File: config.mk
export PLATFORM = sky130hd
export DESIGN_NAME = step_ctrl
export DESIGN_NICKNAME = d
export VERILOG_FILES = /design/src/rtl/step_ctrl_pkg.sv /design/src/rtl/step_down_counter.sv /design/src/rtl/step_ctrl.sv
export SDC_FILE = /design/constraint.sdc
export NUM_CORES = 1
export LEC_CHECK = 0
export ABC_CLOCK_PERIOD_IN_PS = 3850
export BUFFER_PORTS_ARGS = -buffer_cell sky130_fd_sc_hd__buf_2
export CORE_MARGIN = 2
export CORE_UTILIZATION = 35
export DETAILED_ROUTE_END_ITERATION = 10
export SLEW_MARGIN = 30
export SYNTH_ARGS = -nofsm -noshare
export SYNTH_HDL_FRONTEND = slang
export SYNTH_HIERARCHICAL = 1
export SYNTH_SLANG_ARGS = --single-unit
File: constraint.sdc
create_clock -name clk -period 3.85 [get_ports clk]
set_input_delay 0.77 -clock clk [delete_from_list [all_inputs] [get_ports clk]]
set_output_delay 0.77 -clock clk [all_outputs]
set_load 0.005 [all_outputs]
File: src/rtl/step_ctrl_pkg.sv
// Shared definitions for the debug step controller: state encoding,
// default command codes and the default executed-step counter width.
package step_ctrl_pkg;

    localparam logic [2:0] ST_HALT  = 3'd0;
    localparam logic [2:0] ST_STEP  = 3'd1;
    localparam logic [2:0] ST_RUN   = 3'd2;
    localparam logic [2:0] ST_ARG   = 3'd3;
    localparam logic [2:0] ST_MULTI = 3'd4;

    typedef enum logic [2:0] {
        HALT  = ST_HALT,
        STEP  = ST_STEP,
        RUN   = ST_RUN,
        ARG   = ST_ARG,
        MULTI = ST_MULTI
    } state_t;

    localparam logic [7:0] DEF_STEP_CODE  = 8'h73;  // 's'
    localparam logic [7:0] DEF_RUN_CODE   = 8'h63;  // 'c'
    localparam logic [7:0] DEF_HALT_CODE  = 8'h70;  // 'p'
    localparam logic [7:0] DEF_MULTI_CODE = 8'h6E;  // 'n'

    localparam int DEF_CNT_W = 16;

    // States in which the pipeline enable is high.
    function automatic logic is_stepping(input state_t s);
        return (s == STEP) || (s == RUN) || (s == MULTI);
    endfunction

endpackage

File: src/rtl/step_down_counter.sv
// Loadable 8-bit down-counter holding the remaining multi-step count.
// 'last' flags the final remaining step (rem == 1). Clear wins over load,
// load wins over decrement; the count never wraps below zero.
module step_down_counter (
    input  logic       clk,
    input  logic       clear,
    input  logic       load,
    input  logic       dec,
    input  logic [7:0] d,
    output logic [7:0] rem,
    output logic       last
);

    // Remaining-count register with synchronous clear.
    always_ff @(posedge clk) begin
        if (clear) begin
            rem <= 8'd0;
        end else if (load) begin
            rem <= d;
        end else if (dec && (rem != 8'd0)) begin
            rem <= rem - 8'd1;
        end
    end

    assign last = (rem == 8'd1);

endmodule

File: src/rtl/step_ctrl.sv
// Debug step controller: decodes command bytes and drives the pipeline
// enable. Counted multi-step support is built only when the macro
// STEP_MULTI_EN is defined; otherwise the multi-step code is rejected as
// an unrecognised byte and outDone stays low.
//
// state | meaning
// ------+--------------------------------------------------------------
// HALT  | idle, pipeline frozen, waiting for a command
// STEP  | single pipeline advance, lasts one cycle unless re-triggered
// RUN   | free-running until the halt code arrives
// ARG   | multi-step code seen, next accepted byte is the step count
// MULTI | counted run, rem steps left including the current one
module step_ctrl
    import step_ctrl_pkg::*;
#(
    parameter int                DATA_W     = 8,
    parameter logic [DATA_W-1:0] STEP_CODE  = DATA_W'(DEF_STEP_CODE),
    parameter logic [DATA_W-1:0] RUN_CODE   = DATA_W'(DEF_RUN_CODE),
    parameter logic [DATA_W-1:0] HALT_CODE  = DATA_W'(DEF_HALT_CODE),
    parameter logic [DATA_W-1:0] MULTI_CODE = DATA_W'(DEF_MULTI_CODE),
    parameter int                CNT_W      = DEF_CNT_W
) (
    input  logic              clk,
    input  logic              reset,
    input  logic [DATA_W-1:0] inDato,
    input  logic              inValid,
    output logic              outStep,
    output logic              outRunning,
    output logic              outDone,
    output logic              outBadCmd,
    output logic [CNT_W-1:0]  outStepCnt
);

    state_t state;
    state_t state_nxt;
    logic   done_nxt;
    logic   bad_nxt;
    logic   is_halt_cmd;

    assign is_halt_cmd = inValid && (inDato == HALT_CODE);

`ifdef STEP_MULTI_EN
    // Count byte is taken from the low bits, zero-extended when narrower than 8.
    localparam int AW = (DATA_W < 8) ? DATA_W : 8;

    logic [7:0] arg_byte;
    logic [7:0] rem;
    logic       rem_last;
    logic       cnt_load;
    logic       cnt_dec;
    logic       cnt_abort;

    assign arg_byte = 8'(inDato[AW-1:0]);

    step_down_counter u_rem (
        .clk   (clk),
        .clear (reset | cnt_abort),
        .load  (cnt_load),
        .dec   (cnt_dec),
        .d     (arg_byte),
        .rem   (rem),
        .last  (rem_last)
    );
`endif

    // Next-state and pulse decode from the current state and accepted byte.
    always_comb begin
        state_nxt = state;
        done_nxt  = 1'b0;
        bad_nxt   = 1'b0;
`ifdef STEP_MULTI_EN
        cnt_load  = 1'b0;
        cnt_dec   = 1'b0;
        cnt_abort = 1'b0;
`endif
        case (state)
            HALT, STEP: begin
                state_nxt = HALT;
                if (inValid) begin
                    if (inDato == STEP_CODE) begin
                        state_nxt = STEP;
                    end else if (inDato == RUN_CODE) begin
                        state_nxt = RUN;
`ifdef STEP_MULTI_EN
                    end else if (inDato == MULTI_CODE) begin
                        state_nxt = ARG;
`endif
                    end else if (inDato == HALT_CODE) begin
                        state_nxt = HALT;
                    end else begin
                        bad_nxt = 1'b1;
                    end
                end
            end
            RUN: begin
                if (is_halt_cmd) begin
                    state_nxt = HALT;
                end
            end
`ifdef STEP_MULTI_EN
            ARG: begin
                if (inValid) begin
                    if (arg_byte == 8'd0) begin
                        state_nxt = HALT;
                        done_nxt  = 1'b1;
                    end else begin
                        state_nxt = MULTI;
                        cnt_load  = 1'b1;
                        // A count of one is already the final step.
                        done_nxt  = (arg_byte == 8'd1);
                    end
                end
            end
            MULTI: begin
                if (is_halt_cmd) begin
                    state_nxt = HALT;
                    cnt_abort = 1'b1;
                end else if (rem_last) begin
                    state_nxt = HALT;
                    cnt_dec   = 1'b1;
                end else begin
                    cnt_dec   = 1'b1;
                    // Next cycle holds rem == 1, so done rides with that step.
                    done_nxt  = (rem == 8'd2);
                end
            end
`endif
            default: begin
                state_nxt = HALT;
            end
        endcase
    end

    // State register with registered outputs and the executed-step counter.
    always_ff @(posedge clk) begin
        if (reset) begin
            state      <= HALT;
            outStep    <= 1'b0;
            outRunning <= 1'b0;
            outDone    <= 1'b0;
            outBadCmd  <= 1'b0;
            outStepCnt <= '0;
        end else begin
            state      <= state_nxt;
            outStep    <= is_stepping(state_nxt);
`ifdef STEP_MULTI_EN
            outRunning <= (state_nxt == RUN) || (state_nxt == MULTI);
`else
            outRunning <= (state_nxt == RUN);
`endif
            outDone    <= done_nxt;
            outBadCmd  <= bad_nxt;
            if (outStep) begin
                outStepCnt <= outStepCnt + 1'b1;
            end
        end
    end

endmodule
; Word level (Yosys, flattened, before mapping)
; Cells that the tools add are included.
[word_totals]
regBits = 22
input_bits = 11
output_inout_bits = 20
wordCells = 28
[classes]
n_addsub = 1
n_eq_ne = 8
mux = 6
bitwise_logic = 2
n_reduce_logical = 6
[op_table]
columns = operator, count
row1 = "8-bit by 7-bit equality test with 1-bit output, second input constant", 3
row2 = "16-bit by 1-bit adder with 16-bit output, second input constant", 1
row3 = "3-bit by 1-bit equality test with 1-bit output, second input constant", 2
row4 = "3-bit by 2-bit equality test with 1-bit output, second input constant", 2
row5 = 2-bit 2-to-1 mux, 3
row6 = 3-bit case mux with 2 select lines, 1
row7 = 5-bit OR reduction, 1
row8 = "3-bit equality test, second input constant", 1
row9 = 3-bit zero test, 1
row10 = 3-bit 2-to-1 mux, 1
row11 = 1-bit logical OR, 2
row12 = 1-bit NOT, 2
row13 = 2-bit OR reduction, 1
row14 = 1-bit logical AND, 1
row15 = 1-bit 2-to-1 mux, 1

; Logic depth before layout (Yosys ltp)
[logic_depth]
depth_word = 8
ltp_mapped = 5
depth_no_buf = 4

; Worst setup path before layout
; Ideal clock, no wire load.
[synth_timing]
path_kind = input to register
from = input reset
to = register outRunning
setup_time_ns = 0.069
t_arrival_ns = 1.852
required_ns = 3.781
setup_slack_ns = 1.929
stages = 3
n_path_buf = 0
cell_sequence = or4b_4 > or4_4 > o21ai_1
[synth_lines]
columns = element, line_no
row1 = from (decl), step_ctrl.sv:24  ; input logic reset,
row2 = to (signal assigned), step_ctrl.sv:149  ; outRunning <= (state_nxt == RUN);
row3 = to (decl), step_ctrl.sv:28  ; output logic outRunning,

==> flow_summary.yaml <==
timing:
  rsz0062_at_grt: "false"
  hold_violations: 0
  min_period_ns: 1.93
  fin_tns_setup_ns: 0
  clock_skew_ns: 0.00680
  holdWs_ns: 0.512
  max_slew_margin_pct: 66.1
  finalMaxSlewViolations: 0
  worstMarginPinSlew_ns: 0.502
  finalSetupViolCount: 0
  max_freq_ghz: 0.517
  period_share_pct: 50.2
worst_setup_path:
  arrival_ns: 2.17
  cp-start-kind: "input port"
  end_kind: "flop"
  critical_path_class: "in2reg"
  ff2ff_setup_slack_ns: 2.01
  cp.required_ns: 4.09
  crit_fanout: 22
layout:
  finish.utilization_pct: 42.7
  final_nets: 148
  drive_above_1_share_pct: 29.1
  n_antenna_cell: 0
  design_area_um2: 1150
  most-common-layout-cells: "buf_2 (29), dfxtp_1 (22), nor2_1 (11), a21oi_1 (7), nand2_1 (6)"
  final_common_cell: "buf_2"
  area_growth_pct: 19.0
clock_network:
  clock_path_buffers: 2
  path_clk_slew_ns: 0.12
  numCtsBuffers: 3
  cts.sinks: 22
  postCtsHoldBufs: 0
  tritoncts: "done"
  cts-root-buf: "clkbuf_4"
  cts_resized: 0
  clock_latency_ns: 0.30
  cts.htree.levels: 1
  post_cts_buffers: 0
place:
  hpwl_mm: 1.39
  io_buffer_count: 29
  postPlaceCellArea_um2: 1120
  gp_congestion: 0.717
worst_hold_path:
  hp-class: "reg2reg"
synth:
  async_flop_share_pct: 0
  avgSynthCellArea_um2: 9.00
  synthFlopType: "dfxtp_1"
  synth.ff_latch_count: 22
  synthCells: 107
  syn_area_um2: 963
  synth_cell_type_count: 31
  ys_seq_area_share_pct: 45.7
  ys.warnings.count: 6
  synth_top_area_share_pct: 45.7
  yosys-top-cells-area: "dfxtp_1 (46%), mux2_2 (4.7%), nor2_1 (4.3%)"
  synth_edf_count: 0
  synth_top_area_cell: "dfxtp_1"
floorplanning:
  core_um2: 2690
  die_w_um: 56.5
  num_rows: 19
  initial_core_util_pct: 35.9
  fp.dieH_um: 56.5
  io_pins: 31
  dieArea_um2: 3190
pwr:
  leakage_uw: 0.000475
  powerDensity_nw_per_um2: 301
  irDropWorstVdd_mv: 0.232
  p_total_uw: 345
grt:
  grt_max_degree: 23
  grt_pass1_wl_mm: 3.22
  grt_use_total_pct: 12.8
  antenna_found_initial: 0
  grt_pass1_vias: 771
  overflow: 0
status:
  run_status: "complete, no violations"
detailed_routing:
  dr.first_iter.drc_count: 6
  viasPerCell: 5.22
  num_vias: 861
  drcViolationCount: 0
  wl_per_cell_um: 11.7
  route.final.wire_length_mm: 1.93
  firstDrtPassIters: 5
  ant_nets: 0
flow_run:
  maxCapViolCount: 0
## state kept, by name, summed over array words and instances, names as in the netlist
signal,cells
outStepCnt,16
state,3
outStep,1
outRunning,1
outBadCmd,1
## worst paths after layout
path                                startpoint              to  cells after the start
worst max-delay path                     reset      outRunning                      4
worst max register to register         outStep  outStepCnt[13]                      3
worst min-delay path            outStepCnt[10]  outStepCnt[10]                      2
worst min register to register  outStepCnt[10]  outStepCnt[10]                      2
## metrics by stage
step | cells | worst slack, ns
floorplan | 108 | 1.93
finish | 165 | 1.92
detailed placement | 162 | 1.60
global route | 165 | 1.85
global placement | 162 | 1.63
CTS | 165 | 1.92
## worst max-delay path: stages
cell	delay [ns]
buf_2	0.23
or4b_4	0.52
or4_4	0.52
o21ai_1	0.13
## cells by family after synthesis
kind of cell    synth area share (%)
compound gates                  11.0
xor+xnor                        3.64
fa+ha+maj                       1.30
buf+inv                         4.41
flops                           45.7
mux                             5.71
other cells                    0.389
simple gates                    27.8
## area by class of cell
type | instances | area (um2)
clock buffers | 3 | 22.5
repair buffers | 29 | 145
well taps | 31 | 38.8
fillers | 281 | 1540
inverters | 4 | 15.0
multi-input cells | 76 | 484
flip-flops and latches | 22 | 440
## power breakdown
group | switching [uW] | internal (uW)
Sequential | 0.398 | 229
Clock | 66.1 | 36.5
Combinational | 7.75 | 6.21
## synthesized netlist by cell type (all sizes together) (2+ instances only)
master	instances
dfxtp	22
nor2	11
a21oi	7
nand2	6
nand4	5
o21ai	5
or4	5
clkbuf	4
inv	4
mux2	4
nand3	4
nor2b	4
nor4	4
o31ai	4
or3	3
xor2	3
buf	2
## per-layer routing
metal  global-route usage [%]  share of wire, %  up-vias  wire length (um)
li1                         -                 -      443                 -
met1                     15.0                46      395               887
met2                     21.3                47       21               903
met3                     5.53               6.7        2               129
met4                     3.40              0.62        0                12
met5                        0                 0        -                 0
Note: power is estimated with default switching activity, not from simulation.
